==> src/rtl/divider_arbiter_pkg.sv <==
// Shared definitions for the divider arbiter: FSM encoding, default sizes
// and an index-width helper.
package divider_arbiter_pkg;

  localparam int DEF_WIDTH   = 8;
  localparam int DEF_NREQ    = 4;
  localparam int DEF_TIMEOUT = 64;

  typedef enum logic [1:0] {
    IDLE  = 2'd0,
    ISSUE = 2'd1,
    WAIT  = 2'd2,
    DONE  = 2'd3
  } state_t;

  function automatic int idx_width(input int n);
    return (n > 1) ? $clog2(n) : 1;
  endfunction

endpackage

==> src/rtl/divider_arbiter_if.sv <==
// Handshake between the arbiter and the shared divider it feeds.
interface divider_arbiter_if
  import divider_arbiter_pkg::*;
#(
  parameter int WIDTH = DEF_WIDTH
);
  logic             div_req;
  logic [WIDTH-1:0] div_dividend;
  logic [WIDTH-1:0] div_divisor;
  logic             div_ack;
  logic [WIDTH-1:0] div_quotient;
  logic [WIDTH-1:0] div_remainder;

  modport master (
    output div_req, div_dividend, div_divisor,
    input  div_ack, div_quotient, div_remainder
  );

  modport slave (
    input  div_req, div_dividend, div_divisor,
    output div_ack, div_quotient, div_remainder
  );
endinterface

==> src/rtl/divider_rr_pick.sv <==
// Round-robin selector: first asserted request at or after the pointer.
module divider_rr_pick
  import divider_arbiter_pkg::*;
#(
  parameter int NREQ  = DEF_NREQ,
  parameter int IDX_W = idx_width(NREQ)
) (
  input  logic [NREQ-1:0]  req,
  input  logic [IDX_W-1:0] pointer,
  output logic             valid,
  output logic [IDX_W-1:0] index
);

  logic [2*NREQ-1:0] rot;
  logic [IDX_W-1:0]  offset;
  logic [IDX_W:0]    sum;

  // Doubling the vector lets a plain shift express the rotation.
  assign rot = {req, req} >> pointer;

  always_comb begin
    valid  = |req;
    offset = '0;
    for (int k = NREQ - 1; k >= 0; k--) begin
      if (rot[k]) offset = IDX_W'(k);
    end
    sum = {1'b0, pointer} + {1'b0, offset};
    if (sum >= (IDX_W + 1)'(NREQ)) sum = sum - (IDX_W + 1)'(NREQ);
    index = sum[IDX_W-1:0];
  end

endmodule

==> src/rtl/divider_arbiter.sv <==
// Shares one external divider among NREQ requesters with round-robin
// arbitration, divide-by-zero bypass and a bounded wait for the divider.
module divider_arbiter
  import divider_arbiter_pkg::*;
#(
  parameter int WIDTH   = DEF_WIDTH,
  parameter int NREQ    = DEF_NREQ,
  parameter int TIMEOUT = DEF_TIMEOUT
) (
  input  logic                  clk,
  input  logic                  reset_n,
  input  logic [NREQ-1:0]       req,
  input  logic [NREQ*WIDTH-1:0] dividend_in,
  input  logic [NREQ*WIDTH-1:0] divisor_in,
  output logic [NREQ-1:0]       ack,
  output logic [WIDTH-1:0]      quotient,
  output logic [WIDTH-1:0]      remainder,
  output logic                  dz,
  output logic                  tmo,
  output logic                  busy,
  divider_arbiter_if.master     div
);

  localparam int IDX_W = idx_width(NREQ);
  localparam int CNT_W = $clog2(TIMEOUT + 1);

  state_t           state_reg, state_next;
  logic [IDX_W-1:0] ptr_reg, ptr_next;
  logic [IDX_W-1:0] grant_reg, grant_next;
  logic [WIDTH-1:0] dividend_reg, dividend_next;
  logic [WIDTH-1:0] divisor_reg, divisor_next;
  logic [CNT_W-1:0] cnt_reg, cnt_next;
  logic [WIDTH-1:0] quotient_reg, quotient_next;
  logic [WIDTH-1:0] remainder_reg, remainder_next;
  logic             dz_reg, dz_next;
  logic             tmo_reg, tmo_next;

  logic             pick_valid;
  logic [IDX_W-1:0] pick_index;
  logic [WIDTH-1:0] dividend_arr [NREQ];
  logic [WIDTH-1:0] divisor_arr  [NREQ];

  for (genvar gi = 0; gi < NREQ; gi++) begin : g_slice
    assign dividend_arr[gi] = dividend_in[gi*WIDTH +: WIDTH];
    assign divisor_arr[gi]  = divisor_in[gi*WIDTH +: WIDTH];
    assign ack[gi] = (state_reg == DONE) && (grant_reg == IDX_W'(gi));
  end

  divider_rr_pick #(.NREQ(NREQ), .IDX_W(IDX_W)) u_pick (
    .req     (req),
    .pointer (ptr_reg),
    .valid   (pick_valid),
    .index   (pick_index)
  );

  always_comb begin
    state_next     = state_reg;
    ptr_next       = ptr_reg;
    grant_next     = grant_reg;
    dividend_next  = dividend_reg;
    divisor_next   = divisor_reg;
    cnt_next       = cnt_reg;
    quotient_next  = quotient_reg;
    remainder_next = remainder_reg;
    dz_next        = dz_reg;
    tmo_next       = tmo_reg;
    unique case (state_reg)
      IDLE: begin
        if (pick_valid) begin
          grant_next    = pick_index;
          dividend_next = dividend_arr[pick_index];
          divisor_next  = divisor_arr[pick_index];
          // A zero divisor never reaches the divider.
          if (divisor_arr[pick_index] == '0) begin
            quotient_next  = '1;
            remainder_next = dividend_arr[pick_index];
            dz_next        = 1'b1;
            tmo_next       = 1'b0;
            state_next     = DONE;
          end else begin
            state_next = ISSUE;
          end
        end
      end
      ISSUE: begin
        cnt_next   = '0;
        state_next = WAIT;
      end
      WAIT: begin
        if (div.div_ack) begin
          quotient_next  = div.div_quotient;
          remainder_next = div.div_remainder;
          dz_next        = 1'b0;
          tmo_next       = 1'b0;
          state_next     = DONE;
        end else if (cnt_reg == CNT_W'(TIMEOUT - 1)) begin
          quotient_next  = '0;
          remainder_next = '0;
          dz_next        = 1'b0;
          tmo_next       = 1'b1;
          state_next     = DONE;
        end else begin
          cnt_next = cnt_reg + 1'b1;
        end
      end
      DONE: begin
        ptr_next   = (grant_reg == IDX_W'(NREQ - 1)) ? '0 : grant_reg + 1'b1;
        state_next = IDLE;
      end
      default: state_next = IDLE;
    endcase
  end

  always_ff @(posedge clk or negedge reset_n) begin
    if (!reset_n) begin
      state_reg     <= IDLE;
      ptr_reg       <= '0;
      grant_reg     <= '0;
      dividend_reg  <= '0;
      divisor_reg   <= '0;
      cnt_reg       <= '0;
      quotient_reg  <= '0;
      remainder_reg <= '0;
      dz_reg        <= 1'b0;
      tmo_reg       <= 1'b0;
    end else begin
      state_reg     <= state_next;
      ptr_reg       <= ptr_next;
      grant_reg     <= grant_next;
      dividend_reg  <= dividend_next;
      divisor_reg   <= divisor_next;
      cnt_reg       <= cnt_next;
      quotient_reg  <= quotient_next;
      remainder_reg <= remainder_next;
      dz_reg        <= dz_next;
      tmo_reg       <= tmo_next;
    end
  end

  assign quotient         = quotient_reg;
  assign remainder        = remainder_reg;
  assign dz               = dz_reg;
  assign tmo              = tmo_reg;
  assign busy             = (state_reg != IDLE);
  assign div.div_req      = (state_reg == ISSUE);
  assign div.div_dividend = dividend_reg;
  assign div.div_divisor  = divisor_reg;

endmodule

==> src/flat_wrapper.sv <==
// flat-port wrapper written by rule: the top's interface ports become plain ports
module divider_arbiter_flat import divider_arbiter_pkg::*;
#(
  parameter int WIDTH   = DEF_WIDTH,
  parameter int NREQ    = DEF_NREQ,
  parameter int TIMEOUT = DEF_TIMEOUT
)
  (clk, reset_n, req, dividend_in, divisor_in, ack, quotient, remainder, dz, tmo, busy, div_div_req, div_div_dividend, div_div_divisor, div_div_ack, div_div_quotient, div_div_remainder);
  divider_arbiter_if #(.WIDTH(WIDTH)) div_i ();
  input  logic clk;
  input  logic reset_n;
  input  logic [NREQ-1:0] req;
  input  logic [NREQ*WIDTH-1:0] dividend_in;
  input  logic [NREQ*WIDTH-1:0] divisor_in;
  output logic [NREQ-1:0] ack;
  output logic [WIDTH-1:0] quotient;
  output logic [WIDTH-1:0] remainder;
  output logic dz;
  output logic tmo;
  output logic busy;
  output wire logic [$bits(div_i.div_req)-1:0] div_div_req;
  output wire logic [$bits(div_i.div_dividend)-1:0] div_div_dividend;
  output wire logic [$bits(div_i.div_divisor)-1:0] div_div_divisor;
  input wire logic [$bits(div_i.div_ack)-1:0] div_div_ack;
  input wire logic [$bits(div_i.div_quotient)-1:0] div_div_quotient;
  input wire logic [$bits(div_i.div_remainder)-1:0] div_div_remainder;
  assign div_div_req = div_i.div_req;
  assign div_div_dividend = div_i.div_dividend;
  assign div_div_divisor = div_i.div_divisor;
  assign div_i.div_ack = div_div_ack;
  assign div_i.div_quotient = div_div_quotient;
  assign div_i.div_remainder = div_div_remainder;
  divider_arbiter #(.WIDTH(WIDTH), .NREQ(NREQ), .TIMEOUT(TIMEOUT)) u_core (.clk(clk), .reset_n(reset_n), .req(req), .dividend_in(dividend_in), .divisor_in(divisor_in), .ack(ack), .quotient(quotient), .remainder(remainder), .dz(dz), .tmo(tmo), .busy(busy), .div(div_i));
endmodule
==> config.mk <==
export PLATFORM = sky130hd
export DESIGN_NAME = divider_arbiter_flat
export DESIGN_NICKNAME = d
export VERILOG_FILES = /design/src/rtl/divider_arbiter_pkg.sv /design/src/rtl/divider_arbiter_if.sv /design/src/rtl/divider_rr_pick.sv /design/src/rtl/divider_arbiter.sv /design/src/flat_wrapper.sv
export SDC_FILE = /design/constraint.sdc
export NUM_CORES = 1
export LEC_CHECK = 0
export ABC_AREA = 1
export BUFFER_PORTS_ARGS = -buffer_cell sky130_fd_sc_hd__buf_2
export CORE_ASPECT_RATIO = 0.6
export CORE_MARGIN = 5
export CORE_UTILIZATION = 35
export DETAILED_ROUTE_END_ITERATION = 10
export MAX_ROUTING_LAYER = met4
export SYNTH_ARGS = -nofsm -noshare
export SYNTH_HDL_FRONTEND = slang
export SYNTH_HIERARCHICAL = 1
export SYNTH_SLANG_ARGS = --single-unit
export TNS_END_PERCENT = 30
==> constraint.sdc <==
create_clock -name clk -period 6.97 [get_ports clk]
set_clock_uncertainty 0.05 [all_clocks]
set_input_delay 0.697 -clock clk [delete_from_list [all_inputs] [get_ports clk]]
set_output_delay 0.697 -clock clk [all_outputs]
set_load 0.005 [all_outputs]
### Word level (Yosys, flattened, before mapping)

Cells that the tools add are included.

| word-level totals | value |
|---|---|
| register bits | 47 |
| bits of input ports | 87 |
| output and inout port bits | 40 |
| logic and storage cells | 84 |

| operators by class | value |
|---|---|
| add/sub/neg operators | 4 |
| $lt $le $gt $ge | 2 |
| equal/unequal tests | 12 |
| shifts and indexed selects | 1 |
| mux-type cells | 39 |
| bitwise operators | 1 |
| reductions and logical operators | 15 |

Operators by type and width:

| kind | count |
|---|---|
| two-way mux 8 bit | 11 |
| binary-select mux 8 bit (select 2 bit) | 2 |
| case mux 8 bit (2 select lines) | 2 |
| two-way mux 2 bit | 10 |
| two-way mux 7 bit | 2 |
| case mux 7 bit (2 select lines) | 1 |
| == test 2 bit (second input constant) | 4 |
| zero test 8 bit | 1 |
| two-way mux 1 bit | 8 |
| case mux 2 bit (4 select lines) | 1 |
| >> shifter 8 x 2 -> 4 bit | 1 |
| adder 7 x 1 -> 7 bit (second input constant) | 1 |
| == test 7 x 6 -> 1 bit (second input constant) | 1 |
| >= comparator 3 bit (second input constant) | 2 |
| nonzero test 2 bit | 3 |
| == test 2 x 1 -> 1 bit (second input constant) | 2 |
| logical AND 1 bit | 4 |
| zero test 2 bit | 2 |
| != test 2 x 1 -> 1 bit (second input constant) | 2 |
| != test 2 bit (second input constant) | 2 |
| case mux 1 bit (2 select lines) | 2 |
| AND reduction 2 bit | 2 |
| AND reduction 4 bit | 1 |
| OR reduction 4 bit | 1 |
| other kinds (6) | 6 |

### Longest topological paths before layout

| logic depth | value |
|---|---|
| depth after elaboration | 16 |
| gate-level depth with buffers | 24 |
| mapped depth without buffers | 21 |

### Cells and area by module

Netlist, hierarchy kept.

By module, submodules not included:

| module | times used | cells each | area each (um^2) | seq. area each (um^2) |
|---|---|---|---|---|
| divider_arbiter | 1 | 397 | 2,791.4 | 1,176.1 |
| divider_rr_pick | 1 | 35 | 167.7 | 0.0 |

### Worst setup path after synthesis

No wires, ideal clock.

| path | value |
|---|---|
| path kind | in2reg |
| start point | input req[1] |
| end point | register u_core.tmo_reg (netlist: u_core/tmo) |
| setup time | 117 ps |
| arrival time | 2,799 ps |
| data required time | 6,803 ps |
| setup slack | 4,004 ps |
| cell stages on the path | 23 |
| buffers on the path | 3 |
| path through | nand2_1 nand3_1 nand2_1 nand3_1 a21boi_1 ha_1 xor2_1 inv_1 nand3_1 nand2_1 buf_4 clkinv_1 buf_4 nand3_1 nand2_1 nand2_1 nor2_2 nand2_2 nand2_4 nand2_4 buf_6 nand2_1 nand2_1 |

| between the ends | value |
|---|---|
| word-level cells in the longest chain between the ends | 15 |
| elaborated cells between the ends (all ways) | 18 |
| classes of those cells | add/sub: 2; order compare: 1; eq/ne: 2; shift: 1; mux: 8; bitwise: 1; reduce/logical: 3 |

Ends and longest elaborated chain:

| item | line | text |
|---|---|---|
| from (decl) | flat_wrapper.sv:12 | `input logic [NREQ-1:0] req;` |
| >> shifter 8 x 2 -> 4 bit * | divider_rr_pick.sv:19 | `assign rot = {req, req} >> pointer;` |
| two-way mux 2 bit (3 in a row) | divider_rr_pick.sv:25 | `if (rot[k]) offset = IDX_W'(k);` |
| two-way mux 2 bit * | divider_rr_pick.sv:25 |  |
| adder 2 x 2 -> 3 bit * | divider_rr_pick.sv:27 | `sum = {1'b0, pointer} + {1'b0, offset};` |
| >= comparator 3 bit / subtractor 2 x 1 -> 2 bit (equally long branches) | divider_rr_pick.sv:28 | `if (sum >= (IDX_W + 1)'(NREQ)) sum = sum - (IDX_W + 1)'(NREQ);` |
| two-way mux 2 bit * | divider_rr_pick.sv:28 |  |
| named net u_core.pick_index[1] | divider_arbiter.sv:39 | `logic [IDX_W-1:0] pick_index;` |
| NOT 2 -> 3 bit (not written as such) * | divider_arbiter.sv:74 | `if (divisor_arr[pick_index] == '0) begin` |
| binary-select mux 8 bit (select 2 bit) * | divider_arbiter.sv:74 |  |
| two-way mux 8 bit (not written as such) * (2 in a row) | divider_arbiter.sv:74 |  |
| zero test 8 bit * | divider_arbiter.sv:74 |  |
| != test 2 x 1 -> 1 bit (no line) * | -- |  |
| AND reduction 4 bit (no line) * | -- |  |
| to (signal assigned) | divider_arbiter.sv:136 | `tmo_reg <= tmo_next;` |
| to (decl) | divider_arbiter.sv:36 | `logic tmo_reg, tmo_next;` |

Mark *: on every way through the listed nets, which the timed path passes. The rest lies on a longest branch. The select of a mux whose other input is x is not followed.
A chain may end at the register's enable or synchronous reset.

### Final worst setup path

| path | value |
|---|---|
| start point | register u_core.ptr_reg[0] |
| end point | register u_core.dz_reg (netlist: u_core/dz) |

| between the ends | value |
|---|---|
| word-level cells in the longest chain between the ends | 15 |
| elaborated cells between the ends (all ways) | 16 |
| classes of those cells | add/sub: 2; order compare: 1; eq/ne: 1; shift: 1; mux: 8; bitwise: 1; reduce/logical: 2 |

Ends and longest elaborated chain:

| item | line | text |
|---|---|---|
| from (decl) | divider_arbiter.sv:28 | `logic [IDX_W-1:0] ptr_reg, ptr_next;` |
| from (signal assigned) | divider_arbiter.sv:128 | `ptr_reg <= ptr_next;` |
| >> shifter 8 x 2 -> 4 bit | divider_rr_pick.sv:19 |  |
| two-way mux 2 bit (4 in a row) | divider_rr_pick.sv:25 |  |
| adder 2 x 2 -> 3 bit * | divider_rr_pick.sv:27 |  |
| >= comparator 3 bit / subtractor 2 x 1 -> 2 bit (equally long branches) | divider_rr_pick.sv:28 |  |
| two-way mux 2 bit * | divider_rr_pick.sv:28 |  |
| named net u_core.pick_index[0] | divider_arbiter.sv:39 |  |
| NOT 2 -> 3 bit (not written as such) * | divider_arbiter.sv:74 |  |
| binary-select mux 8 bit (select 2 bit) * | divider_arbiter.sv:74 |  |
| two-way mux 8 bit (not written as such) * (2 in a row) | divider_arbiter.sv:74 |  |
| zero test 8 bit * | divider_arbiter.sv:74 |  |
| != test 2 x 1 -> 1 bit (no line) * | -- |  |
| AND reduction 4 bit (no line) * | -- |  |
| to (signal assigned) | divider_arbiter.sv:135 | `dz_reg <= dz_next;` |
| to (decl) | divider_arbiter.sv:35 | `logic dz_reg, dz_next;` |

Marked as above.

==> metrics.txt <==
outcome finished clean; number of flip-flops and latches in the synthesized netlist 47; launch instance of the worst register-to-register path u_core/ptr_reg[0]; Final period util 0.555; ratio of total power to cell area 560 mW/mm²; average instance area after synthesis 6.85 µm²; I/O Buffers 126; DR iter-0 viols 180; total of warnings raised by yosys 6; maximum clock frequency 259 MHz; area growth from synthesis to final layout 28.1%; Worst R2R Path Depth 17; Floorplan Core Area 0.00836 mm²; detailed-routing iteration count for the pre-antenna-repair pass 6; leakage power of the design 2.09 nW; Post-Place Worst Slack 2830 ps; overall die area 0.0105 mm²; Reg2Reg Setup Slack 3100 ps; clock-pin slew on the worst setup and hold paths 70 ps; Area contributors post-synth sky130_fd_sc_hd__dfrtp_1 (40%), sky130_fd_sc_hd__nand2_1 (24%), sky130_fd_sc_hd__nand3_1 (13%), sky130_fd_sc_hd__o21ai_0 (5.4%), sky130_fd_sc_hd__ha_1 (4.7%); routed wire length 8650 µm; number of flops mapped to enable cells by yosys 0; Setup Viol. Count Final 0; number of antenna violations at the first check in global routing 0; num ports 127; final weighted congestion in routability-driven placement 0.786; Post-Route Setup TNS 0 ps; clock period minus final worst setup slack 3870 ps; n_diodes 0; Endpoint, Worst Hold u_core/quotient[3]; hold violation total from the final report 0; nets 644; Clk network pwr share 0.117; Worst IR Drop VDD 0.000339 V; CTS H-tree depth 2; P_int 0.00101 W; maximum number of pins on one net before global-route repair 48; die outline width 129 µm; worst-skew pair later-pin latency 290 ps; kind of end point of the critical path flop; max_cap viols 0; number of gates given a new drive strength after cts 0; RSZ-0062 raised after global routing false; async set or reset register ratio after synthesis 1.00; number of buffers created by CTS 5; Comb power frac 0.652; Cells after Synth 432; buffer depth of the longest clock path 2; number of global-route vias before repair 3069; total global-route track usage 0.175; final routed DRC violation total 0; hold buffer count at cts 0; power share of the sequential group 0.231; actual transition at the worst max-transition pin 1060 ps; final antenna-violating net count 0; die height 81.2 µm; effective utilization at floorplan 0.354; cell count after placement 651; commonest register cell after synthesis sky130_fd_sc_hd__dfrtp_1; post-synth net total 530; fraction of the yosys area taken by sequential cells 0.397; worst relative slew slack 0.292; arrival time at the worst endpoint 4000 ps; proportion of layout cells with a drive suffix above 1 0.271; clock sink count 47; Synth area leader sky130_fd_sc_hd__dfrtp_1; type of origin of the critical path flop; maximum fanout along the worst path 33; instance area after placement 0.00363 mm²; per-cell via count in the routed design 4.76; instance count along the most critical hold path 2; via count 3137; number of unique standard cell types used by synthesis 29; final global-route overflow total 0; startpoint-to-endpoint class of the critical path flop to flop; hold crit path type flop to flop; Post CTS Setup Buffer Count 0; clock root buffer master sky130_fd_sc_hd__clkbuf_16; final core occ 0.453; CTS tree done; minimum setup slack in the final design 3100 ps; sw power 0.00112 W; Cell Count, Final, Fillers Out 659; switching share of total power 0.526; final max-slew violation count 0; WP data required 7100 ps; Syn Std Cell Area 0.00296 mm²; startpoint of the most critical hold path u_core/quotient[3]; final HPWL from detailed placement 6770 µm; post-detailed-route wirelength per cell 13.1 µm; top-area cell type share of the netlist area 0.397; cell area after layout 0.00379 mm²; Worst R2R End u_core/dz; global-route wire length before repair 14300 µm; Cell Rows 26
worst max-delay path, cell delays in order, from the launching register on:
cell                       delay [ps]
sky130_fd_sc_hd__dfrtp_1          490
sky130_fd_sc_hd__nand2_1          140
sky130_fd_sc_hd__nand3_1          100
sky130_fd_sc_hd__nand2_1           90
sky130_fd_sc_hd__nand3_1          100
sky130_fd_sc_hd__a21boi_1          70
sky130_fd_sc_hd__ha_1             920
sky130_fd_sc_hd__inv_2            470
sky130_fd_sc_hd__nand2_1          170
sky130_fd_sc_hd__nand3_1           80
sky130_fd_sc_hd__nand2_1          100
sky130_fd_sc_hd__nand2_1           60
sky130_fd_sc_hd__nor2_1           240
sky130_fd_sc_hd__nand2_2          110
sky130_fd_sc_hd__nand2_4          190
sky130_fd_sc_hd__nand2_4          170
sky130_fd_sc_hd__nand2_1          110
sky130_fd_sc_hd__nand2_1           60
layout by cell type, fill, tap and decap left out, types with 2 or more instances in the layout:
cell type and count:
sky130_fd_sc_hd__xor2_1 2, sky130_fd_sc_hd__nand2_2 2, sky130_fd_sc_hd__inv_2 4, sky130_fd_sc_hd__buf_2 126, sky130_fd_sc_hd__clkbuf_16 5, sky130_fd_sc_hd__nand2_4 2
sky130_fd_sc_hd__nor2_1 7, sky130_fd_sc_hd__ha_1 11, sky130_fd_sc_hd__nand4_1 3, sky130_fd_sc_hd__a21oi_1 3, sky130_fd_sc_hd__o21ai_0 32, sky130_fd_sc_hd__nand3_1 74
sky130_fd_sc_hd__o21ai_1 2, sky130_fd_sc_hd__nand2_1 192, sky130_fd_sc_hd__inv_1 20, sky130_fd_sc_hd__dfrtp_1 47, sky130_fd_sc_hd__buf_4 2
area by class of cell:
type	count	area (µm²)
Multi-Input combinational cell	339	1580
Clock inverter	2	16.3
Tap cell	112	140
Timing Repair Buffer	128	646
Fill cell	870	4570
Sequential cell	47	1180
Inverter	25	93.8
Clock buffer	6	139
routing by layer:
metal / track usage / share of wire / vias to the layer above
met5: - / 0 / -
met4: 0.0514 / 0.017 / 0
met3: 0.0329 / 0.059 / 11
met2: 0.261 / 0.43 / 88
met1: 0.241 / 0.49 / 1421
li1: - / - / 1617
Yosys cell counts, types with 3 or more instances:
| master | number |
|---|---|
| sky130_fd_sc_hd__nand4_1 | 3 |
| sky130_fd_sc_hd__o21ai_0 | 32 |
| sky130_fd_sc_hd__nand3_1 | 74 |
| sky130_fd_sc_hd__inv_2 | 4 |
| sky130_fd_sc_hd__dfrtp_1 | 47 |
| sky130_fd_sc_hd__buf_2 | 7 |
| sky130_fd_sc_hd__inv_1 | 20 |
| sky130_fd_sc_hd__nand2_1 | 192 |
| sky130_fd_sc_hd__a21oi_1 | 3 |
| sky130_fd_sc_hd__nor2_1 | 7 |
| sky130_fd_sc_hd__ha_1 | 11 |
| sky130_fd_sc_hd__clkbuf_1 | 8 |
power by group through the flow:
stage	logic, W	registers, W	clock network [W]
after CTS	0.00140	0.000490	0.000253
after floorplan	0.00102	0.000485	0
after detailed placement	0.00140	0.000492	0
final	0.00138	0.000490	0.000249
after global routing	0.00160	0.000505	0.000271
after global placement	0.00136	0.000495	0
stage by stage:
step / total power (W) / hold WS (ps)
after global placement: 0.00186 / 404
after global routing: 0.00238 / 438
after detailed placement: 0.00189 / 408
final: 0.00212 / 420
after floorplan: 0.00150 / 351
after CTS: 0.00214 / 424
kinds of logic after synthesis:
logic type,share of synthesized area
buf+inv,0.0689
simple gates,0.408
fa+ha+maj,0.0465
flops,0.397
compound gates,0.0732
xor+xnor,0.00592
worst max path at each step:
stage                      startpoint                   to  slack [ps]  depth (start not counted)
floorplan                      req[1]           u_core/tmo        4000                         23
finish              u_core/ptr_reg[0]            u_core/dz        3100                         17
CTS                 u_core/ptr_reg[0]  u_core/remainder[2]        3090                         18
global route        u_core/ptr_reg[0]   u_core/quotient[6]        2640                         18
global placement               req[1]   u_core/quotient[7]        2980                         18
detailed placement             req[1]  u_core/remainder[2]        2830                         18
Note: power is estimated with default switching activity, not from simulation.
